File: config.mk
export PLATFORM = sky130hd
export DESIGN_NAME = thermometer_burst_sequencer
export DESIGN_NICKNAME = d
export VERILOG_FILES = /design/src/rtl/thermometer_burst_sequencer.sv
export SDC_FILE = /design/constraint.sdc
export NUM_CORES = 1
export LEC_CHECK = 0
export ABC_CLOCK_PERIOD_IN_PS = 2700
export BUFFER_PORTS_ARGS = -buffer_cell sky130_fd_sc_hd__buf_2
export CORE_MARGIN = 1
export CORE_UTILIZATION = 30
export CTS_CLUSTER_SIZE = 12
export DETAILED_ROUTE_END_ITERATION = 10
export PLACE_DENSITY = 0.62
export SLEW_MARGIN = 5
export SYNTH_ARGS = -nofsm -noshare
export SYNTH_HDL_FRONTEND = slang
export SYNTH_SLANG_ARGS = --single-unit
File: constraint.sdc
create_clock -name clk -period 2.7 [get_ports clk]
set_input_delay 0.54 -clock clk [delete_from_list [all_inputs] [get_ports clk]]
set_output_delay 0.54 -clock clk [all_outputs]
set_load 0.02 [all_outputs]
File: src/rtl/thermometer_burst_sequencer.sv
// thermometer_burst_sequencer
// Splits a lane-count command into beats of at most WIDTH lanes. Each beat
// carries the binary lane count and the matching thermometer lane mask.
// All beat outputs are decoded from the registered remaining count, so they
// never depend combinationally on beat_ready.
module thermometer_burst_sequencer #(
    parameter int WIDTH = 4,
    parameter int LEN_W = 8
) (
    input  logic                           clk,
    input  logic                           rst,
    input  logic                           cmd_valid,
    output logic                           cmd_ready,
    input  logic [LEN_W-1:0]               cmd_len,
    output logic                           beat_valid,
    input  logic                           beat_ready,
    output logic [$clog2(WIDTH+1)-1:0]     beat_cnt,
    output logic [WIDTH-1:0]               beat_mask,
    output logic                           beat_last,
    output logic                           busy,
    output logic                           done
);

    localparam int CW = $clog2(WIDTH + 1);
    // Compare/subtract width wide enough for both the length field and WIDTH,
    // so WIDTH is never truncated when LEN_W is narrow.
    localparam int AW = (LEN_W > CW) ? LEN_W : CW;
    localparam logic [AW-1:0] WIDTH_EXT = AW'(WIDTH);

    typedef enum logic {
        IDLE = 1'b0,
        RUN  = 1'b1
    } state_t;

    state_t             state_q, state_d;
    logic [LEN_W-1:0]   remaining_q, remaining_d;
    logic               done_q, done_d;

    logic [AW-1:0]      rem_ext;
    logic [AW-1:0]      cnt_ext;
    logic               last_w;

    // Beat size is min(remaining, WIDTH); the beat is final when it drains
    // everything that is left, so the subtraction can never underflow.
    assign rem_ext = AW'(remaining_q);
    assign last_w  = (rem_ext <= WIDTH_EXT);
    assign cnt_ext = last_w ? rem_ext : WIDTH_EXT;

    // State, remaining-count and done-pulse registers.
    always_ff @(posedge clk) begin
        if (rst) begin
            state_q     <= IDLE;
            remaining_q <= '0;
            done_q      <= 1'b0;
        end else begin
            state_q     <= state_d;
            remaining_q <= remaining_d;
            done_q      <= done_d;
        end
    end

    // Next-state and handshake outputs; everything is forced quiet during reset.
    always_comb begin
        state_d     = state_q;
        remaining_d = remaining_q;
        done_d      = 1'b0;
        cmd_ready   = 1'b0;
        beat_valid  = 1'b0;
        busy        = 1'b0;
        beat_last   = 1'b0;
        beat_cnt    = '0;
        case (state_q)
            IDLE: begin
                cmd_ready = 1'b1;
                if (cmd_valid) begin
                    if (cmd_len != '0) begin
                        remaining_d = cmd_len;
                        state_d     = RUN;
                    end else begin
                        // Empty command completes immediately.
                        done_d = 1'b1;
                    end
                end
            end
            RUN: begin
                beat_valid = 1'b1;
                busy       = 1'b1;
                beat_last  = last_w;
                beat_cnt   = CW'(cnt_ext);
                if (beat_ready) begin
                    remaining_d = LEN_W'(rem_ext - cnt_ext);
                    if (last_w) begin
                        state_d = IDLE;
                        done_d  = 1'b1;
                    end
                end
            end
            default: begin
                state_d = IDLE;
            end
        endcase
        if (rst) begin
            cmd_ready  = 1'b0;
            beat_valid = 1'b0;
            busy       = 1'b0;
            beat_last  = 1'b0;
            beat_cnt   = '0;
        end
    end

    assign done = done_q & ~rst;

    // Thermometer mask: lane gi is enabled when the beat covers more than gi lanes.
    generate
        for (genvar gi = 0; gi < WIDTH; gi++) begin : g_mask
            assign beat_mask[gi] = beat_valid && (cnt_ext > AW'(gi));
        end
    endgenerate

endmodule

==> flow_metrics.env, run 1 <==
export IMPL_routed_via_count=929
export IMPL_fin_worst_skew_ps=3.24
export IMPL_dieArea_um2=2930
export IMPL_swShare=0.394
export IMPL_p_per_area_nw_per_um2=540
export IMPL_grt_max_degree=19
export IMPL_multi_input_area_um2=548
export IMPL_clk_pin_slew_ps=70
export IMPL_grt_first_pass_wirelength_um=3820
export IMPL_synth_flop_cell="dfxtp_1"
export IMPL_instances_no_fill=160
export IMPL_wirelength_um=2370
export IMPL_hold_path_depth=3
export IMPL_die_h_um=54.1
export IMPL_first_global_vias=850
export IMPL_synth_seq_cells=10
export IMPL_fmax_mhz=402
export IMPL_yosys_area_top_type="dfxtp_1"
export IMPL_crit_fanout=8
export IMPL_final_antenna_net_count=0
export IMPL_syn_area_per_cell_um2=7.61
export IMPL_htreeDepth=1
export IMPL_final_hold_violation_count=0
export IMPL_via_per_inst=5.81
export IMPL_p_switching_uw=209
export IMPL_syn_nets=120
export IMPL_cts_tree="yes"
export IMPL_reg2reg_setup_slack_ps=210
export IMPL_syn_area_um2=815
export IMPL_drt_iter0_drc=23
export IMPL_worstRegToRegCells=7
export IMPL_p_seq_frac=0.354
export IMPL_ff_latch_area_um2=200
export IMPL_tightest_slew_ps=563
export IMPL_synth_cell_type_count=43
export IMPL_rsz0062_at_grt="no"
export IMPL_place_congestion=0.865
export IMPL_cts_sinks=10
export IMPL_wl_per_cell_um=14.8
export IMPL_clkLatencyLatePin_ps=280
export IMPL_io_buffers=23
export IMPL_intPower_uw=322
export IMPL_slowest_delay_ps=590
export IMPL_place_ws_ps=245
export IMPL_die_x_um=54.1
export IMPL_hp_class="in -> reg"
export IMPL_synth_cells=107
export IMPL_clkPwrFrac=0.269
export IMPL_post_cts_resized=0
export IMPL_worstSetupPathType="reg -> reg"
export IMPL_cp_data_arrival_time_ps=2650
export IMPL_finalCritPeriodShare=0.921
export IMPL_start_kind="flop"
export IMPL_crit_slowest_cell="or4_4"
export IMPL_cp_top_family="simple AND/OR/NAND/NOR gates"
export IMPL_worstReg2RegStart="rem_ext[3]$_SDFFE_PP0P_"
export IMPL_antenna_cells=0
export IMPL_r2r_end="rem_ext[4]$_SDFFE_PP0P_"
export IMPL_ctsHoldBuffers=0
export IMPL_start_util=0.323
export IMPL_cts_buffers=3
export IMPL_path_cells="or4_4, o31ai_1, ha_1, or4b_2, nand4_1, a22o_1, a31oi_1"
export IMPL_ys_warn_count=0
export IMPL_first_pass_iters=4
export IMPL_antenna_found_initial=0
export IMPL_max_vdd_ir_drop_v=0.000321
export IMPL_dpl_cell_count=156
export IMPL_drv_cap=0
export IMPL_status="complete, no violations"
export IMPL_yosysSeqAreaShare=0.246
export IMPL_fill_cells=270
export IMPL_endpoint_kind="flop"
export IMPL_cts_root_buf="clkbuf_4"
export IMPL_postCtsSetupRepairBufs=0
export IMPL_io_pins=24
export IMPL_grt_usage=0.176
export IMPL_finalSetupViolations=0
export IMPL_cts_max_path_buffers=2
export IMPL_leakage_uw=0.000420
export IMPL_drive_above_1_share=0.300
export IMPL_slew_headroom=0.622
export IMPL_cp_num_buf_inv=0
export IMPL_nets=144
export IMPL_yosysMostFrequentCell="dfxtp_1"
export IMPL_whs_endpoint="rem_ext[0]$_SDFFE_PP0P_"
export IMPL_critPathRequiredTime_ps=2860
export IMPL_placed_area_um2=946
export IMPL_dp_hpwl_um=1700
export IMPL_power_uw=531
export IMPL_core_area_um2=2520
export IMPL_hold_start="cmd_len[0]"
export IMPL_synth_enable_flop_cells=0
export IMPL_drc=0
export IMPL_area_delta_synth_final_pct=20.6
export IMPL_async_flop_share=0
export IMPL_layout_setup_ws_ps=213
export IMPL_overflow=0
export IMPL_fin_setup_tns_ps=0
export IMPL_fin_area_um2=982
export IMPL_synthTopCellsByCount="10 x dfxtp_1, 9 x nand2_1, 8 x a21oi_1, 8 x nor2_1"
export IMPL_fp_row_count=18
export IMPL_comb_power_share=0.377
export IMPL_synth_top_cell_area_share=0.246
export IMPL_synth_area_leaders="dfxtp_1 25%, a21oi_1 4.9%, nand2_1 4.1%, a31oi_1 3.8%, nand3_1 3.7%"
export IMPL_report_final_slew_viol_count=0
export IMPL_finalCriticalPeriod_ps=2490
-- through the flow --
| step | hold WS, ps | utilization |
|---|---|---|
| floorplan | 483 | - |
| global placement | 518 | 0.375 |
| detailed placement | 527 | 0.375 |
| CTS | 527 | 0.389 |
| global route | 561 | 0.389 |
| finish | 518 | 0.389 |
-- cell usage in the layout, fill, tap and decap left out, drive strengths merged --
master / n
buf: 26
dfxtp: 10
a21oi: 10
nand2: 9
nor2: 9
inv: 6
o21ai: 6
nor3: 6
nand3: 6
a31oi: 5
clkbuf: 4
nand4: 3
nor4: 3
nand2b: 2
a21boi: 2
nor2b: 2
or4: 1
o31ai: 1
o211a: 1
o21a: 1
a21bo: 1
o211ai: 1
and2: 1
or4b: 1
a22o: 1
o221ai: 1
o22ai: 1
a2111oi: 1
a311oi: 1
o32ai: 1
mux2i: 1
a211oi: 1
a32oi: 1
o2111ai: 1
a221o: 1
ha: 1
conb: 1
-- layout make-up --
cell class,instances,share of cell area
clock buffer,4,0.0369
inverter,6,0.0229
multi-input combinational,84,0.558
tap,30,0.0382
sequential,10,0.204
timing repair buffer,26,0.140
-- state kept, by name (all words and copies together) (netlist names) --
register	flops
state_q	1
rem_ext	8
done_q	1
-- worst register-to-register path: cells and delay by family (launching register included) --
kind	cells	cell delay [ps]
AO/OA/AOI/OAI	3	460
adder cells (fa/ha/maj)	1	220
flip-flops	1	390
AND/OR/NAND/NOR	3	1300
-- cell families after synthesis --
group                      after synthesis  share of synthesized area
adders and majority gates                1                     0.0154
buffers and inverters                   13                     0.0814
and+or+nand+nor                         43                      0.312
muxes                                    1                     0.0123
other                                    1                    0.00460
AOI/OAI and AO/OA                       38                      0.329
DFF                                     10                      0.246
-- power by group through the flow --
| stage | sequential, µW | clock, µW | combinational (µW) |
|---|---|---|---|
| after floorplan | 178 | 0 | 158 |
| after global placement | 188 | 0 | 194 |
| after detailed placement | 190 | 0 | 196 |
| after CTS | 186 | 141 | 198 |
| after global routing | 189 | 152 | 220 |
| final | 188 | 143 | 200 |
-- worst max path at each step --
| stage | to | slack, ps | from | cells after the start |
|---|---|---|---|---|
| 5_1_grt | rem_ext[4]$_SDFFE_PP0P_ | 120 | rem_ext[3]$_SDFFE_PP0P_ | 7 |
| 6_report | rem_ext[4]$_SDFFE_PP0P_ | 210 | rem_ext[3]$_SDFFE_PP0P_ | 7 |
| 4_1_cts | rem_ext[4]$_SDFFE_PP0P_ | 240 | rem_ext[3]$_SDFFE_PP0P_ | 7 |
| 3_5_place_dp | rem_ext[4]$_SDFFE_PP0P_ | 240 | rem_ext[3]$_SDFFE_PP0P_ | 7 |
| 3_3_place_gp | rem_ext[4]$_SDFFE_PP0P_ | 370 | rem_ext[5]$_SDFFE_PP0P_ | 7 |
| 2_1_floorplan | rem_ext[4]$_SDFFE_PP0P_ | 280 | rem_ext[3]$_SDFFE_PP0P_ | 8 |
-- per-layer routing --
layer | track usage | up-vias | share of wire
met4 | 0.0342 | 0 | 0.020
met5 | 0 | - | 0
met3 | 0.0508 | 4 | 0.067
li1 | - | 446 | -
met2 | 0.307 | 39 | 0.49
met1 | 0.214 | 440 | 0.43
Power figures use the tool's default switching activity.
==> run 2, diff against run 1 <==
--- a/config.mk
+++ b/config.mk
@@ -12,6 +12,7 @@
 export CTS_CLUSTER_SIZE = 12
 export DETAILED_ROUTE_END_ITERATION = 10
 export PLACE_DENSITY = 0.62
+export RECOVER_POWER = 25
 export SLEW_MARGIN = 5
 export SYNTH_ARGS = -nofsm -noshare
 export SYNTH_HDL_FRONTEND = slang
==> flow_metrics.env, run 2 (same netlist as run 1, synthesis figures left out) <==
export IMPL_fin_setup_tns_ps=0
export IMPL_start_util=0.323
export IMPL_worstRegToRegCells=7
export IMPL_top_register="rem_ext"
export IMPL_grt_usage=0.176
export IMPL_io_pins=24
export IMPL_layout_common_cells="22 x buf_2, 10 x dfxtp_1, 9 x nand2_1"
export IMPL_largest_reg_flops=8
export IMPL_finalSetupViolations=0
export IMPL_drive_above_1_share=0.277
export IMPL_antenna_cells=0
export IMPL_path_cells="or4_4, o31ai_1, ha_1, or4b_2, nand4_1, a22o_1, a31oi_1"
export IMPL_cp_top_family="simple AND/OR/NAND/NOR gates"
export IMPL_cp_depth=7
export IMPL_start_kind="flop"
export IMPL_crit_slowest_cell="or4b_2"
export IMPL_final_antenna_net_count=0
export IMPL_cts_buffers=3
export IMPL_io_buffers=23
export IMPL_report_final_slew_viol_count=0
export IMPL_dp_hpwl_um=1700
export IMPL_cp_num_buf_inv=0
export IMPL_overflow=0
export IMPL_wl_per_cell_um=14.7
export IMPL_status="complete, no violations"
export IMPL_cts_root_buf="clkbuf_4"
export IMPL_fill_cells=275
export IMPL_fp_row_count=18
export IMPL_fmax_mhz=401
export IMPL_cp_data_arrival_time_ps=2660
export IMPL_place_ws_ps=245
export IMPL_endpoint_kind="flop"
export IMPL_die_h_um=54.1
export IMPL_core_area_um2=2520
export IMPL_via_per_inst=5.77
export IMPL_crit_fanout=8
export IMPL_drt_iter0_drc=19
export IMPL_clk_pin_slew_ps=80
export IMPL_cts_tree="yes"
export IMPL_grt_first_pass_wirelength_um=3820
export IMPL_critPathRequiredTime_ps=2870
export IMPL_finalCritPeriodShare=0.924
export IMPL_cts_max_path_buffers=2
export IMPL_hp_class="in -> reg"
export IMPL_drv_cap=0
export IMPL_drc=0
export IMPL_worstSetupPathType="reg -> reg"
export IMPL_p_per_area_nw_per_um2=544
export IMPL_wirelength_um=2360
export IMPL_final_hold_violation_count=0
export IMPL_tightest_slew_ps=870
export IMPL_place_congestion=0.865
export IMPL_nets=144
export IMPL_largestRegisters="rem_ext: 8 flops, done_q: 1 flops, state_q: 1 flops"
export IMPL_postCtsSetupRepairBufs=0
export IMPL_leakage_uw=0.000413
export IMPL_layout_setup_ws_ps=204
export IMPL_multi_input_area_um2=542
export IMPL_max_vdd_ir_drop_v=0.000316
export IMPL_clkLatencyLatePin_ps=280
export IMPL_ctsHoldBuffers=0
export IMPL_layout_commonest_cell="buf_2"
export IMPL_first_pass_iters=4
export IMPL_fin_worst_skew_ps=6.19
export IMPL_finalCriticalPeriod_ps=2500
export IMPL_die_x_um=54.1
export IMPL_area_delta_synth_final_pct=19.2
export IMPL_grt_max_degree=19
export IMPL_slew_headroom=0.420
export IMPL_ff_latch_area_um2=200
export IMPL_routed_via_count=923
export IMPL_dieArea_um2=2930
export IMPL_antenna_found_initial=0
export IMPL_rsz0062_at_grt="no"
export IMPL_first_global_vias=850
export IMPL_htreeDepth=1
export IMPL_hold_path_depth=3
export IMPL_slowest_delay_ps=600
export IMPL_post_cts_resized=0
export IMPL_cts_sinks=10
[run 2: changes by cell type in the layout (fill, tap and decap cells not counted), sizes merged]
cell,before,now
clkbuf,4,6
buf,26,24
[run 2: worst paths after layout]
kind | endpoint | start | slack [ps]
max | rem_ext[4]$_SDFFE_PP0P_ | rem_ext[3]$_SDFFE_PP0P_ | 200
min | rem_ext[0]$_SDFFE_PP0P_ | cmd_len[0] | 510
max reg2reg | rem_ext[4]$_SDFFE_PP0P_ | rem_ext[3]$_SDFFE_PP0P_ | 200
min reg2reg | rem_ext[5]$_SDFFE_PP0P_ | rem_ext[5]$_SDFFE_PP0P_ | 560
[run 2: worst register-to-register path, stage by stage (launching register included)]
cell and delay [ps]:
dfxtp_1 390, or4_4 590, o31ai_1 270, ha_1 220, or4b_2 600, nand4_1 120
a22o_1 140, a31oi_1 60
[run 2: per-stage QoR]
step | std cells | hold slack, ps | area [µm²] | util | total power [µW]
final | 160 | 510 | 971 | 0.385 | 529
after detailed placement | 156 | 527 | 946 | 0.375 | 386
after CTS | 160 | 527 | 982 | 0.389 | 526
after global placement | 156 | 518 | 946 | 0.375 | 382
after global routing | 160 | 549 | 971 | 0.385 | 560
after floorplan | 107 | 483 | 815 | - | 336
[run 2: area by class of cell]
class / count / share of cell area
tap: 30 / 0.0387
inverter: 6 / 0.0232
multi-input combinational: 84 / 0.558
clock buffer: 4 / 0.0374
sequential: 10 / 0.206
timing repair buffer: 26 / 0.137
[run 2: routing by layer]
metal	GRT usage	wire (µm)	vias up
met4	0.0342	52	0
met1	0.214	962	425
met5	0	0	-
met2	0.307	1180	41
li1	-	-	451
met3	0.0508	165	6
[run 2: where the power goes]
part	internal (µW)	switching (µW)
Combinational	75.8	122
Clock	82.0	61.2
Sequential	162	25.5
Total	320	209
==> run 3, diff against run 2 <==
--- a/config.mk
+++ b/config.mk
@@ -5,14 +5,14 @@
 export SDC_FILE = /design/constraint.sdc
 export NUM_CORES = 1
 export LEC_CHECK = 0
-export ABC_CLOCK_PERIOD_IN_PS = 2700
+export ABC_CLOCK_PERIOD_IN_PS = 3200
 export BUFFER_PORTS_ARGS = -buffer_cell sky130_fd_sc_hd__buf_2
 export CORE_MARGIN = 1
 export CORE_UTILIZATION = 30
 export CTS_CLUSTER_SIZE = 12
 export DETAILED_ROUTE_END_ITERATION = 10
 export PLACE_DENSITY = 0.62
-export RECOVER_POWER = 25
+export RECOVER_POWER = 100
 export SLEW_MARGIN = 5
 export SYNTH_ARGS = -nofsm -noshare
 export SYNTH_HDL_FRONTEND = slang
==> constraint.sdc (replaced) <==
create_clock -name clk -period 3.2 [get_ports clk]
set_input_delay 0.64 -clock clk [delete_from_list [all_inputs] [get_ports clk]]
set_output_delay 0.64 -clock clk [all_outputs]
set_load 0.02 [all_outputs]
==> flow_metrics.env, run 3 (same netlist as run 1, synthesis figures left out) <==
export IMPL_status="complete, no violations"
export IMPL_core_area_um2=2520
export IMPL_fin_area_um2=907
export IMPL_leakage_uw=0.000353
export IMPL_finalCriticalPeriod_ps=2780
export IMPL_final_hold_violation_count=0
export IMPL_cts_root_buf="clkbuf_4"
export IMPL_largestRegisters="rem_ext: 8 flops, done_q: 1 flops, state_q: 1 flops"
export IMPL_worstRegToRegCells=7
export IMPL_hold_path_depth=2
export IMPL_cts_tree="yes"
export IMPL_drv_cap=0
export IMPL_wirelength_um=2170
export IMPL_overflow=0
export IMPL_clk_pin_slew_ps=70
export IMPL_nets=142
export IMPL_fin_worst_skew_ps=2.81
export IMPL_r2r_end="rem_ext[4]$_SDFFE_PP0P_"
export IMPL_route_met3_wl_um=54
export IMPL_drc=0
export IMPL_postCtsSetupRepairBufs=0
export IMPL_first_pass_iters=4
export IMPL_ff_latch_area_um2=200
export IMPL_post_cts_resized=0
export IMPL_cts_sinks=10
export IMPL_htreeDepth=1
export IMPL_start_kind="flop"
export IMPL_crit_fanout=5
export IMPL_top_register="rem_ext"
export IMPL_fmax_mhz=359
export IMPL_tightest_slew_ps=666
export IMPL_comb_power_share=0.374
export IMPL_cts_buffers=3
export IMPL_worstReg2RegStart="rem_ext[5]$_SDFFE_PP0P_"
export IMPL_hp_class="reg -> reg"
export IMPL_swShare=0.404
export IMPL_rsz0062_at_grt="no"
export IMPL_p_switching_uw=159
export IMPL_final_antenna_net_count=0
export IMPL_clkPwrFrac=0.230
export IMPL_hold_ws_ps=547
export IMPL_max_vdd_ir_drop_v=0.000249
export IMPL_critPathRequiredTime_ps=2560
export IMPL_reg2reg_setup_slack_ps=600
export IMPL_dp_hpwl_um=1600
export IMPL_io_pins=24
export IMPL_layout_commonest_cell="buf_2"
export IMPL_die_h_um=54.1
export IMPL_wl_met2_um=1090
export IMPL_dpl_cell_count=154
export IMPL_grt_first_pass_wirelength_um=3520
export IMPL_p_seq_frac=0.397
export IMPL_cp_data_arrival_time_ps=2140
export IMPL_clkLatencyLatePin_ps=270
export IMPL_multi_input_area_um2=515
export IMPL_area_delta_synth_final_pct=11.4
export IMPL_wl_per_cell_um=13.8
export IMPL_drt_iter0_drc=17
export IMPL_grt_max_degree=20
export IMPL_first_global_vias=785
export IMPL_die_x_um=54.1
export IMPL_endpoint_kind="output pin"
export IMPL_fill_cells=296
export IMPL_report_final_slew_viol_count=0
export IMPL_ctsHoldBuffers=0
export IMPL_slew_headroom=0.556
export IMPL_dieArea_um2=2930
export IMPL_io_buffers=23
export IMPL_grt_usage=0.166
export IMPL_worstSetupPathType="reg -> out"
export IMPL_whs_endpoint="rem_ext[5]$_SDFFE_PP0P_"
export IMPL_place_congestion=0.845
export IMPL_instances_no_fill=157
export IMPL_drive_above_1_share=0.165
export IMPL_fin_setup_tns_ps=0
export IMPL_p_per_area_nw_per_um2=432
export IMPL_layout_common_cells="12 x buf_2, 11 x clkbuf_1, 10 x dfxtp_1"
export IMPL_placed_area_um2=931
export IMPL_dr_max_layer_used="met4"
export IMPL_intPower_uw=234
export IMPL_via_per_inst=5.64
export IMPL_start_util=0.323
export IMPL_finalSetupViolations=0
export IMPL_antenna_found_initial=0
export IMPL_largest_reg_flops=8
export IMPL_fp_row_count=18
export IMPL_m1WireLength_um=988
export IMPL_routed_via_count=886
export IMPL_hold_start="rem_ext[5]$_SDFFE_PP0P_"
export IMPL_cts_max_path_buffers=2
export IMPL_antenna_cells=0
export IMPL_finalCritPeriodShare=0.870
[run 3: cell type report]
class | count | area share
multi-input combinational | 84 | 0.568
inverter | 6 | 0.0248
sequential | 10 | 0.221
timing repair buffer | 24 | 0.120
clock buffer | 3 | 0.0248
tap | 30 | 0.0414
[run 3: worst max-delay path, cell delays in order, from the launching register on]
cell and delay (ps):
dfxtp_1 350, or4_1 640, nor2_1 340, nand2_1 150, nor3_1 150, clkbuf_1 260
[run 3: worst max path at each step]
stage,from,endpoint,cells past startpoint
final,rem_ext[5]$_SDFFE_PP0P_,beat_cnt[0],5
after global routing,rem_ext[3]$_SDFFE_PP0P_,beat_cnt[0],5
after CTS,rem_ext[5]$_SDFFE_PP0P_,rem_ext[4]$_SDFFE_PP0P_,7
after detailed placement,rem_ext[5]$_SDFFE_PP0P_,rem_ext[4]$_SDFFE_PP0P_,7
after global placement,rem_ext[5]$_SDFFE_PP0P_,rem_ext[4]$_SDFFE_PP0P_,7
after floorplan,rem_ext[3]$_SDFFE_PP0P_,rem_ext[4]$_SDFFE_PP0P_,8
[run 3: routing by layer]
metal | global-route usage | up-vias
li1 | - | 443
met1 | 0.219 | 423
met2 | 0.263 | 16
met3 | 0.0198 | 4
met4 | 0.0812 | 0
met5 | 0 | -
[run 3: metrics by stage]
| stage | setup slack, ps | utilization | total power (µW) |
|---|---|---|---|
| 6_report | 415 | 0.360 | 392 |
| 3_5_place_dp | 680 | 0.369 | 322 |
| 2_1_floorplan | 776 | - | 283 |
| 5_1_grt | 292 | 0.360 | 419 |
| 4_1_cts | 666 | 0.378 | 410 |
| 3_3_place_gp | 751 | 0.369 | 320 |
[run 3: power groups by stage]
stage / Sequential (µW) / Combinational (µW) / Clock [µW]
4_1_cts: 156 / 163 / 91.2
3_5_place_dp: 160 / 162 / 0
3_3_place_gp: 159 / 161 / 0
6_report: 156 / 147 / 90.0
5_1_grt: 159 / 163 / 97.2
2_1_floorplan: 150 / 134 / 0
